==> config.mk <==
export PLATFORM = sky130hd
export DESIGN_NAME = hazard_control_unit
export DESIGN_NICKNAME = d
export VERILOG_FILES = /design/src/rtl/hazard_control_unit.sv
export SDC_FILE = /design/constraint.sdc
export NUM_CORES = 1
export LEC_CHECK = 0
export CELL_PAD_IN_SITES_DETAIL_PLACEMENT = 1
export CELL_PAD_IN_SITES_GLOBAL_PLACEMENT = 1
export CORE_ASPECT_RATIO = 0.8
export CORE_UTILIZATION = 35
export DETAILED_ROUTE_END_ITERATION = 16
export GPL_TIMING_DRIVEN = 0
export PLACE_DENSITY_LB_ADDON = 0.1
export SLEW_MARGIN = 20
export SYNTH_ARGS = -nofsm -noshare
export SYNTH_HDL_FRONTEND = slang
export SYNTH_SLANG_ARGS = --single-unit
==> constraint.sdc <==
create_clock -name clk -period 5.7 [get_ports clk]
set_input_delay 1.71 -clock clk [delete_from_list [all_inputs] [get_ports clk]]
set_output_delay 1.71 -clock clk [all_outputs]
set_load 0.02 [all_outputs]
==> src/rtl/hazard_control_unit.sv <==
// Stall/flush controller for the 5-stage RV32 pipeline: load-use bubbles, EX redirects,
// mul/div occupancy and data-memory wait states. Optional perf counters: HAZARD_PERF_CNT_EN.
module hazard_control_unit #(
    parameter int unsigned MD_MAX_CYCLES = 64,
    parameter int unsigned CNT_W         = 32
) (
    input  logic             clk,
    input  logic             rst,
    input  logic [4:0]       rs1_addr_ID,
    input  logic [4:0]       rs2_addr_ID,
    input  logic             rs1_used_ID,
    input  logic             rs2_used_ID,
    input  logic             MemRead_EX,
    input  logic [4:0]       rd_addr_EX,
    input  logic             branch_taken_EX,
    input  logic             md_start_EX,
    input  logic             md_done,
    input  logic             dmem_req_MEM,
    input  logic             dmem_ready,
    output logic             stall_IF,
    output logic             stall_ID,
    output logic             stall_EX,
    output logic             stall_MEM,
    output logic             flush_ID,
    output logic             flush_EX,
    output logic             bubble_MEM,
    output logic             bubble_WB,
    output logic             md_timeout,
`ifdef HAZARD_PERF_CNT_EN
    output logic [CNT_W-1:0] stall_cycles,
    output logic [CNT_W-1:0] flush_count,
    output logic [CNT_W-1:0] loaduse_count,
`endif
    output logic [1:0]       hz_state
);

    localparam int unsigned MD_CNT_W = $clog2(MD_MAX_CYCLES + 1);
    localparam logic [MD_CNT_W-1:0] MD_MAX_V = MD_CNT_W'(MD_MAX_CYCLES);

    typedef enum logic [1:0] {
        StRun     = 2'd0,
        StMdBusy  = 2'd1,
        StMemWait = 2'd2,
        StIllegal = 2'd3
    } hz_state_e;

    hz_state_e           r_state, w_state_d;
    logic                r_md_ret, w_md_ret_d;
    logic                r_md_done_q, w_md_done_d;
    logic                r_md_timeout, w_md_timeout_d;
    logic [MD_CNT_W-1:0] r_md_cnt, w_md_cnt_d;

    logic w_mem_wait;
    logic w_load_use;
    logic w_md_pending;
    logic w_md_finish;
    logic w_mem_hold;
    logic w_md_hold;
    logic w_fwd_ok;
    logic w_redirect;
    logic w_lu_fire;

    assign w_mem_wait = dmem_req_MEM && !dmem_ready;
    assign w_load_use = MemRead_EX && (rd_addr_EX != 5'd0) &&
                        ((rs1_used_ID && (rs1_addr_ID == rd_addr_EX)) ||
                         (rs2_used_ID && (rs2_addr_ID == rd_addr_EX)));

    // The mul/div unit is occupied in MD_BUSY and in a MEM_WAIT entered from MD_BUSY.
    assign w_md_pending = (r_state == StMdBusy) || ((r_state == StMemWait) && r_md_ret);
    assign w_md_finish  = r_md_done_q || md_done;

    always_comb begin
        w_state_d   = r_state;
        w_md_ret_d  = r_md_ret;
        w_md_done_d = r_md_done_q;
        w_md_cnt_d  = r_md_cnt;
        w_mem_hold  = 1'b0;
        w_md_hold   = 1'b0;
        w_fwd_ok    = 1'b0;

        case (r_state)
            StRun: begin
                if (w_mem_wait) begin
                    w_mem_hold  = 1'b1;
                    w_state_d   = StMemWait;
                    w_md_ret_d  = 1'b0;
                    w_md_done_d = 1'b0;
                end else if (md_start_EX) begin
                    w_md_hold   = 1'b1;
                    w_state_d   = StMdBusy;
                    w_md_cnt_d  = MD_CNT_W'(1);
                    w_md_done_d = 1'b0;
                end else begin
                    w_fwd_ok = 1'b1;
                end
            end
            StMdBusy: begin
                if (w_mem_wait) begin
                    w_mem_hold  = 1'b1;
                    w_state_d   = StMemWait;
                    w_md_ret_d  = 1'b1;
                    w_md_done_d = md_done;
                end else if (!md_done) begin
                    w_md_hold = 1'b1;
                end else begin
                    w_state_d = StRun;
                    w_fwd_ok  = 1'b1;
                end
            end
            StMemWait: begin
                if (!dmem_ready) begin
                    w_mem_hold  = 1'b1;
                    w_md_done_d = r_md_done_q || (r_md_ret && md_done);
                end else if (r_md_ret && !w_md_finish) begin
                    // Memory released but the mul/div still holds EX.
                    w_md_hold   = 1'b1;
                    w_state_d   = StMdBusy;
                    w_md_ret_d  = 1'b0;
                    w_md_done_d = 1'b0;
                end else begin
                    w_state_d   = StRun;
                    w_md_ret_d  = 1'b0;
                    w_md_done_d = 1'b0;
                    w_fwd_ok    = 1'b1;
                end
            end
            default: begin
                w_state_d   = StRun;
                w_md_ret_d  = 1'b0;
                w_md_done_d = 1'b0;
            end
        endcase

        if (w_md_pending && !w_md_finish && (r_md_cnt != MD_MAX_V)) begin
            w_md_cnt_d = r_md_cnt + MD_CNT_W'(1);
        end
        w_md_timeout_d = r_md_timeout || (w_md_cnt_d >= MD_MAX_V);
    end

    always_comb begin
        w_redirect = w_fwd_ok && branch_taken_EX;
        w_lu_fire  = w_fwd_ok && !branch_taken_EX && w_load_use;

        stall_IF   = w_mem_hold || w_md_hold || w_lu_fire;
        stall_ID   = w_mem_hold || w_md_hold || w_lu_fire;
        stall_EX   = w_mem_hold || w_md_hold;
        stall_MEM  = w_mem_hold;
        bubble_WB  = w_mem_hold;
        bubble_MEM = w_md_hold;
        flush_ID   = w_redirect;
        flush_EX   = w_redirect || w_lu_fire;

        if (rst) begin
            stall_IF   = 1'b0;
            stall_ID   = 1'b0;
            stall_EX   = 1'b0;
            stall_MEM  = 1'b0;
            bubble_WB  = 1'b0;
            bubble_MEM = 1'b0;
            flush_ID   = 1'b0;
            flush_EX   = 1'b0;
        end
    end

    always_ff @(posedge clk or posedge rst) begin
        if (rst) begin
            r_state      <= StRun;
            r_md_ret     <= 1'b0;
            r_md_done_q  <= 1'b0;
            r_md_cnt     <= '0;
            r_md_timeout <= 1'b0;
        end else begin
            r_state      <= w_state_d;
            r_md_ret     <= w_md_ret_d;
            r_md_done_q  <= w_md_done_d;
            r_md_cnt     <= w_md_cnt_d;
            r_md_timeout <= w_md_timeout_d;
        end
    end

    assign md_timeout = r_md_timeout;
    assign hz_state   = r_state;

`ifdef HAZARD_PERF_CNT_EN
    logic [CNT_W-1:0] r_stall_cycles, r_flush_count, r_loaduse_count;

    always_ff @(posedge clk or posedge rst) begin
        if (rst) begin
            r_stall_cycles  <= '0;
            r_flush_count   <= '0;
            r_loaduse_count <= '0;
        end else begin
            r_stall_cycles  <= r_stall_cycles + CNT_W'(stall_IF);
            r_flush_count   <= r_flush_count + CNT_W'(flush_ID);
            r_loaduse_count <= r_loaduse_count + CNT_W'(w_lu_fire);
        end
    end

    assign stall_cycles  = r_stall_cycles;
    assign flush_count   = r_flush_count;
    assign loaduse_count = r_loaduse_count;
`endif

endmodule

# Word-level counts from Yosys, hierarchy flattened
# Index checks and enable logic that the tools add are counted.
dict set report word_totals {
  ff_bits 12
  in_bits 25
  output_inout_bits 11
  word_cells 90
}
dict set report op_classes {
  n_addsub 1
  magnitude_cmp 1
  n_eq_ne 10
  n_mux 43
  reduce_logical 30
}
# operator n
set op_table {}
lappend op_table {{$mux W1} 28}
lappend op_table {{$mux W7} 4}
lappend op_table {{$logic_and A1 B1 Y1} 13}
lappend op_table {{$pmux W1 S3} 4}
lappend op_table {{$eq A5 B5 Y1} 2}
lappend op_table {{$mux W2} 5}
lappend op_table {{$logic_or A1 B1 Y1} 8}
lappend op_table {{$add A7 B1 Y7 const B} 1}
lappend op_table {{$ge A7 B7 Y1 const B} 1}
lappend op_table {{$ne A7 B7 Y1 const B} 1}
lappend op_table {{$ne A2 B2 Y1 const B} 3}
lappend op_table {{$ne A3 B3 Y1 const B} 2}
lappend op_table {{$pmux W2 S3} 1}
lappend op_table {{$reduce_and A3 Y1} 2}
lappend op_table {{$reduce_bool A5 Y1} 1}
lappend op_table {{$logic_not A1 Y1} 3}
lappend op_table {{$eq A2 B1 Y1 const B} 1}
lappend op_table {{$eq A2 B2 Y1 const B} 1}
lappend op_table {{$logic_not A2 Y1} 1}
lappend op_table {{$pmux W1 S2} 1}
lappend op_table {{$reduce_and A2 Y1} 1}
lappend op_table {{$reduce_or A2 Y1} 1}

# Depth between registers and ports, before layout
dict set report depth {
  ltp_word 10
  mapped_depth 7
  depth_no_buf 6
}

# Least setup slack after synthesis
# OpenSTA, ideal clock, no wires.
dict set report synth_path {
  path_kind {input -> output}
  startpoint {input port rd_addr_EX[3]}
  endpoint {output port stall_IF}
  arrival_time_ns 3.408
  required_ns 3.990
  slack_ns 0.582
  stages 5
  cell_sequence {xor2_1 -> nor4_1 -> a32oi_1 -> o41ai_1 -> buf_4}
}
dict set report synth_between {
  elab_chain_len 7
  word_cells_on_any_way 11
}
# element line_no
set synth_rtl {}
lappend synth_rtl {{start: declaration} 14} ;# input logic [4:0] rd_addr_EX,
lappend synth_rtl {{$eq A5 B5 Y1, on equally long branches} {65, 66}}
lappend synth_rtl {{$logic_and A1 B1 Y1, on equally long branches} {65, 66}}
lappend synth_rtl {{$logic_or A1 B1 Y1} 65} ;# ((rs1_used_ID && (rs1_addr_ID == rd_addr_EX)) ||
lappend synth_rtl {{$logic_and A1 B1 Y1 (*)} 64} ;# assign w_load_use = MemRead_EX && (rd_addr_EX != 5'd0) &&
lappend synth_rtl {{$logic_and A1 B1 Y1 (*)} 142} ;# w_lu_fire = w_fwd_ok && !branch_taken_EX && w_load_use;
lappend synth_rtl {{$logic_or A1 B1 Y1 (*)} n/a}
lappend synth_rtl {{$mux W1 (*)} n/a}
lappend synth_rtl {{end: declaration} 20} ;# output logic stall_IF,
# Mark *: on every way between the ends. The rest lies on a longest branch, timed or not.

# Final worst setup path
dict set report layout_path {
  startpoint {input port md_done}
  endpoint {output port flush_EX}
}
dict set report layout_between {
  elab_chain_len 10
  word_cells_on_any_way 13
}
# element line_no
set layout_rtl {}
lappend layout_rtl {{start: declaration} 17} ;# input logic md_done,
lappend layout_rtl {{$logic_or A1 B1 Y1} 70} ;# assign w_md_finish = r_md_done_q || md_done;
lappend layout_rtl {{$logic_not A1 Y1} 114} ;# end else if (r_md_ret && !w_md_finish) begin
lappend layout_rtl {{$logic_and A1 B1 Y1} 114}
lappend layout_rtl {{$mux W1} 114}
lappend layout_rtl {{$mux W1} 111} ;# if (!dmem_ready) begin
lappend layout_rtl {{$pmux W1 S3 (*)} 81} ;# case (r_state)
lappend layout_rtl {{$logic_and A1 B1 Y1 (2 in series)} 142}
lappend layout_rtl {{$logic_or A1 B1 Y1 (*)} 151} ;# flush_EX = w_redirect || w_lu_fire;
lappend layout_rtl {{$mux W1 (*)} 153} ;# if (rst) begin
lappend layout_rtl {{end: declaration} 25} ;# output logic flush_EX,
# Marks and branches as above.

==> results.py <==
metrics = {
    "global_routing": {
        "grt_pass1_wl_mm": 5.11,
        "antenna_found_initial": 0,
        "grt.overflow.total": 0,
        "grt_pass1_vias": 1115,
        "grtUsageTotal": 0.200,
        "grt_max_degree": 13,
    },
    "worst_setup_path": {
        "crit_path_max_fanout": 5,
        "reg2reg_depth": 6,
        "reg2reg_slack_ns": 3.73,
        "critPathLaunchType": "input port",
        "r2r-start": "hz_state[0]",
        "cp_data_required_time_ns": 3.99,
        "cp-end-kind": "output pin",
        "worstSetupPathType": "in -> out",
        "critPathArrivalTime_ns": 3.80,
    },
    "die": {
        "core-area_sq_mm": 0.00281,
        "fp.dieH_um": 51.1,
        "initial_core_util": 0.376,
        "dieArea_sq_mm": 0.00324,
        "die_width_um": 63.4,
        "io-pin-count": 36,
        "rows": 17,
    },
    "clock_tree": {
        "ctsLongestPathBuffers": 2,
        "path_clk_slew_ns": 0.05,
        "cts_tree": "built",
        "worstSkewPairLatency_ns": 0.24,
        "cts_root_buf": "clkbuf_8",
        "htree_levels": 1,
        "cts.sinks": 12,
        "postCtsSetupBuffers": 0,
        "cts_buffers": 3,
    },
    "pwr": {
        "total_power_uw": 550,
        "p_leak_nw": 0.641,
        "p_per_area_mw_per_mm2": 366,
        "vdd_drop_max_mv": 0.243,
    },
    "sta": {
        "slew_violations": 0,
        "finalCriticalPeriod_ns": 5.51,
        "slew-limit-headroom": 0.690,
        "rsz0062_at_grt": "false",
        "fin_setup_tns_ns": 0,
        "finalCritPeriodShare": 0.966,
        "fmax_mhz": 182,
        "finalSetupViolCount": 0,
        "hold_viol": 0,
        "worst_pin_slew_ns": 0.464,
        "skew_ns": 0.00272,
    },
    "final_layout": {
        "drive_gt1_frac": 0.0892,
        "nets": 190,
        "design_area_sq_mm": 0.00150,
        "syn2layout_area_growth_pct": 42.4,
        "finalNonFillerCells": 195,
        "insertedDiodeCount": 0,
        "final_common_cell": "clkdlybuf4s50_1",
        "layout_common_cells": "clkdlybuf4s50_1 (33), dfrtp_1 (12), nand2_1 (11), inv_1 (9), nor2_1 (9)",
        "final_core_util": 0.536,
    },
    "place": {
        "dp.cells": 192,
        "hpwl_mm": 2.34,
        "io_buffers": 35,
        "gp_congestion": 0.804,
        "dpl_cell_area_sq_mm": 0.00145,
    },
    "worst_hold_path": {
        "worstHoldPathCells": 1,
        "min_from": "md_timeout",
        "min_to": "md_timeout",
        "hp-class": "reg -> reg",
    },
    "yosys": {
        "synth_cells": 119,
        "synth_async_sr_flop_share": 1.00,
        "synth-seq-cells": 12,
        "yosysWarningCount": 0,
        "synth_cell_types": 41,
        "ys.flop_type": "dfrtp_1",
        "synth_edf_count": 0,
        "ys_seq_area_frac": 0.284,
        "syn_avg_cell_area_sq_um": 8.87,
        "syn-cell-area_sq_mm": 0.00106,
        "syn_nets": 150,
    },
    "job": {
        "maxCapViolCount": 0,
    },
    "status": {
        "status": "finished, final reports clean",
    },
    "route": {
        "drt-initial-drc-count": 16,
        "vias_per_cell": 5.24,
        "drt-pass1-iter-count": 4,
        "dr_total_vias": 1021,
        "wl_per_cell_um": 14.7,
        "drt_wl_total_mm": 2.86,
        "route.detailed.drc": 0,
        "antenna_left": 0,
    },
}
[through the flow]
step / hold slack (ns) / setup WS (ns)
after floorplan: 0.486 / 0.582
after global routing: 0.509 / 0.0690
final: 0.478 / 0.195
after global placement: 0.460 / -0.0211
after CTS: 0.492 / 0.0804
after detailed placement: 0.480 / -0.133
[what timing repair did]
action                                  CTS  global route
hold buffers                              0             0
resized for setup                         2             1
gates cloned                              0             0
endpoints found under the setup margin    2             1
[metal layers]
metal	up-vias	routed length (um)	global-route usage
met2	21	1340	0.340
li1	500	-	-
met3	2	132	0.0491
met5	-	0	0
met1	498	1380	0.264
met4	0	10	0.0227
[cell families after synthesis]
family,Yosys count,synth area share
mux,5,0.0545
buf+inv,11,0.0462
xor+xnor,13,0.108
flops,12,0.284
compound gates,23,0.166
fa+ha+maj,6,0.0711
simple gates,49,0.270
[final cells by class]
cell class	instances	area (sq um)
Buffer	2	15.0
Clock buffer	3	41.3
Fill cell	342	1300
Inverter	9	33.8
Multi-Input combinational cell	96	714
Sequential cell	12	300
Tap cell	38	47.5
Timing Repair Buffer	35	352
[power breakdown]
part           switching [mW]  internal (mW)  leakage (nW)
sequential             0.0335          0.112         0.154
combinational           0.172          0.156         0.466
clock                  0.0306         0.0465        0.0216
[worst max-delay path, cell delays in order]
cell and delay (ns):
clkdlybuf4s50_1 0.49, nor3b_1 0.44, o22ai_1 0.18, o21ai_0 0.31
o31ai_1 0.13, clkdlybuf4s50_1 0.55
[how the worst max path moves through the flow]
stage                  startpoint        to  slack, ns  cells after the start
detailed placement  rd_addr_EX[3]  stall_IF      -0.13                      7
CTS                 rd_addr_EX[3]  stall_ID       0.08                      6
global route           dmem_ready  flush_EX       0.07                      6
global placement    rd_addr_EX[2]  stall_IF      -0.02                      7
finish                    md_done  flush_EX       0.19                      6
floorplan           rd_addr_EX[3]  stall_IF       0.58                      5
[synthesized netlist by cell type (2+ instances only)]
| master | number | area, sq um |
|---|---|---|
| dfrtp_1 | 12 | 300 |
| nand2_1 | 11 | 41.3 |
| inv_1 | 9 | 33.8 |
| nor2_1 | 9 | 33.8 |
| xor2_1 | 8 | 70.1 |
| ha_1 | 6 | 75.1 |
| nand3_1 | 5 | 25.0 |
| xnor2_1 | 5 | 43.8 |
| a21oi_1 | 4 | 20.0 |
| and3_1 | 3 | 18.8 |
| nand3b_1 | 3 | 22.5 |
| nor4_1 | 3 | 18.8 |
| o211ai_1 | 3 | 22.5 |
| o21ai_0 | 3 | 15.0 |
| buf_4 | 2 | 15.0 |
| mux2_2 | 2 | 22.5 |
| mux2i_1 | 2 | 20.0 |
| nand2b_1 | 2 | 12.5 |
| nor3_1 | 2 | 10.0 |
| nor3b_1 | 2 | 15.0 |
| o21bai_1 | 2 | 15.0 |
| o31ai_1 | 2 | 15.0 |
Note: power is estimated with default switching activity, not from simulation.
==> RTL change (same flow settings) <==
Build with the macro `HAZARD_PERF_CNT_EN` defined.
--- a/src/rtl/hazard_control_unit.sv
+++ b/src/rtl/hazard_control_unit.sv
@@ -1,5 +1,7 @@
 // Stall/flush controller for the 5-stage RV32 pipeline: load-use bubbles, EX redirects,
 // mul/div occupancy and data-memory wait states. Optional perf counters: HAZARD_PERF_CNT_EN.
+`define HAZARD_PERF_CNT_EN
+
 module hazard_control_unit #(
     parameter int unsigned MD_MAX_CYCLES = 64,
     parameter int unsigned CNT_W         = 32
Behaviour (old outputs only; new: flush_count, loaduse_count and stall_cycles): unchanged (Yosys induction, for registers that start in step).
==> RTL change against the original RTL <==
Cell area increased to 4.8 times the old value; synthesized area increased to 5.0 times the old value; worst setup slack got worse by 0.098 ns; critical endpoint is now stall_IF; clock power increased to 8.3 times the old value; wire length increased to 4.8 times the old value; power increased to 3.7 times the old value; sequential power increased to 6.1 times the old value; sequential cell count increased by 96; non-clock buffer count increased by 105.
==> RTL change: results <==
metrics = {
    "finish": {
        "antenna_cells": 0,
        "drive_above_1_share_pct": 7.087,
        "fin_nets": 667,
        "instances_no_fill": 819,
        "n_fill_cell": 1567,
    },
    "clock_tree": {
        "worstSkewPairLatency_ns": 0.34,
        "cts-root-buf": "clkbuf_16",
        "clk_pin_slew_ns": 0.07,
        "numCtsBuffers": 9,
        "h-tree-depth": 3,
        "cts_buffer_depth": 2,
    },
    "power_and_ir_drop": {
        "p_seq_mw": 0.892,
        "p_leak_nw": 3.116,
        "seqPwrFrac_pct": 44.2,
        "power.switching_mw": 0.6335,
        "ir_drop_v": 0.0001524,
        "combinationalPowerShare_pct": 24.1,
    },
    "global_route": {
        "grt_pass1_wl_mm": 22.77,
        "use_met3_pct": 4.650,
        "grt_use_met2_pct": 29.25,
        "grt.met1_usage_pct": 24.77,
        "grt_max_degree": 34,
        "first_global_vias": 4414,
        "gr-usage-all-layers_pct": 18.22,
        "antenna_found_initial": 0,
    },
    "worst_setup_path": {
        "cp_max_fo": 7,
        "critPathArrivalTime_ns": 3.89,
        "crit_family": "buffers and inverters",
        "cpPeakStageDelay_ns": 0.52,
        "slowest_stage": "clkdlybuf4s50_1",
    },
    "placement": {
        "dp_slack_ns": -0.3895,
        "numPlacedInstances": 804,
        "gp_congestion": 0.8343,
        "place_area_um2": 6909,
        "io_buffers": 131,
        "dp_hpwl_mm": 10.33,
    },
    "routing": {
        "met1Wirelength_mm": 6.766,
        "met3_length_um": 524,
        "wl_mm": 13.75,
        "drt_iter0_drc": 138,
        "highest_layer": "met4",
        "routed-wl-met2_mm": 6.335,
        "vias": 4215,
    },
    "worst_hold_path": {
        "hp-class": "reg -> reg",
    },
    "yosys": {
        "synth.net_count": 523,
        "synth_warnings": 0,
        "synth_area_leaders": "dfrtp_1 (51%), xnor2_1 (12%), xor2_1 (5.1%)",
        "ys_seq_area_share_pct": 50.99,
        "synthTopCellsByCount": "dfrtp_1 (108), xnor2_1 (70), nand3_1 (47)",
        "synthArstFlopShare_pct": 100.0,
        "synth.distinct_cells": 49,
        "synthCells": 486,
    },
    "sta": {
        "slew_headroom_pct": 47.83,
        "clock_skew_ns": 0.008165,
    },
    "outcome": {
        "outcome": "complete, no violations",
    },
}
[RTL change: cell count changes in the layout (fill, tap and decap cells not counted), moves of 6 or more]
cell,unedited run,this run
dfrtp_1,12,108
clkdlybuf4s50_1,33,128
xnor2_1,5,70
nand3_1,5,47
nand4_1,0,31
xor2_1,8,31
nand2_1,11,30
nor2_1,9,25
and3_1,3,16
clkbuf_16,0,9
nor3_1,2,11
and4_1,0,7
inv_1,9,16
ha_1,6,12
[RTL change: area by class of cell]
type | instances | area (um2) | area share [%]
Multi-Input combinational cell | 352 | 2527 | 34.89
Clock buffer | 9 | 225.2 | 3.109
Buffer | 8 | 47.55 | 0.6563
Sequential cell | 108 | 2703 | 37.31
Clock inverter | 7 | 76.32 | 1.054
Tap cell | 184 | 230.2 | 3.178
Timing Repair Buffer | 134 | 1368 | 18.88
Inverter | 17 | 67.56 | 0.9326
[RTL change: path summary, 6_finish.rpt]
path                                endpoint         startpoint  depth (start not counted)  slack [ns]
max in group asynchronous  loaduse_count[24]                rst                          4        3.12
min in group asynchronous         md_timeout                rst                          2        1.84
setup / recovery                    stall_IF         dmem_ready                          7         0.1
hold reg to reg            loaduse_count[31]  loaduse_count[31]                          1        0.47
setup reg to reg            stall_cycles[26]        hz_state[0]                         12        2.26
hold / removal             loaduse_count[31]  loaduse_count[31]                          1        0.47
[RTL change: logic make-up (layout without fill, tap and decap cells)]
group                      Yosys count  count (layout)  synth area share, %
and+or+nand+nor                    203             203                22.14
DFF                                108             108                50.99
xor gates and xnor gates           101             101                16.69
AOI/OAI and AO/OA                   30              30                3.990
buffers and inverters               26             175                2.172
adders and majority gates           12              12                2.833
muxes                                6               6                1.180
[RTL change: timing repair]
item | in CTS | in global routing
pin swaps | 0 | 0
endpoints found under the setup margin | 5 | 2
gates resized for setup | 7 | 4
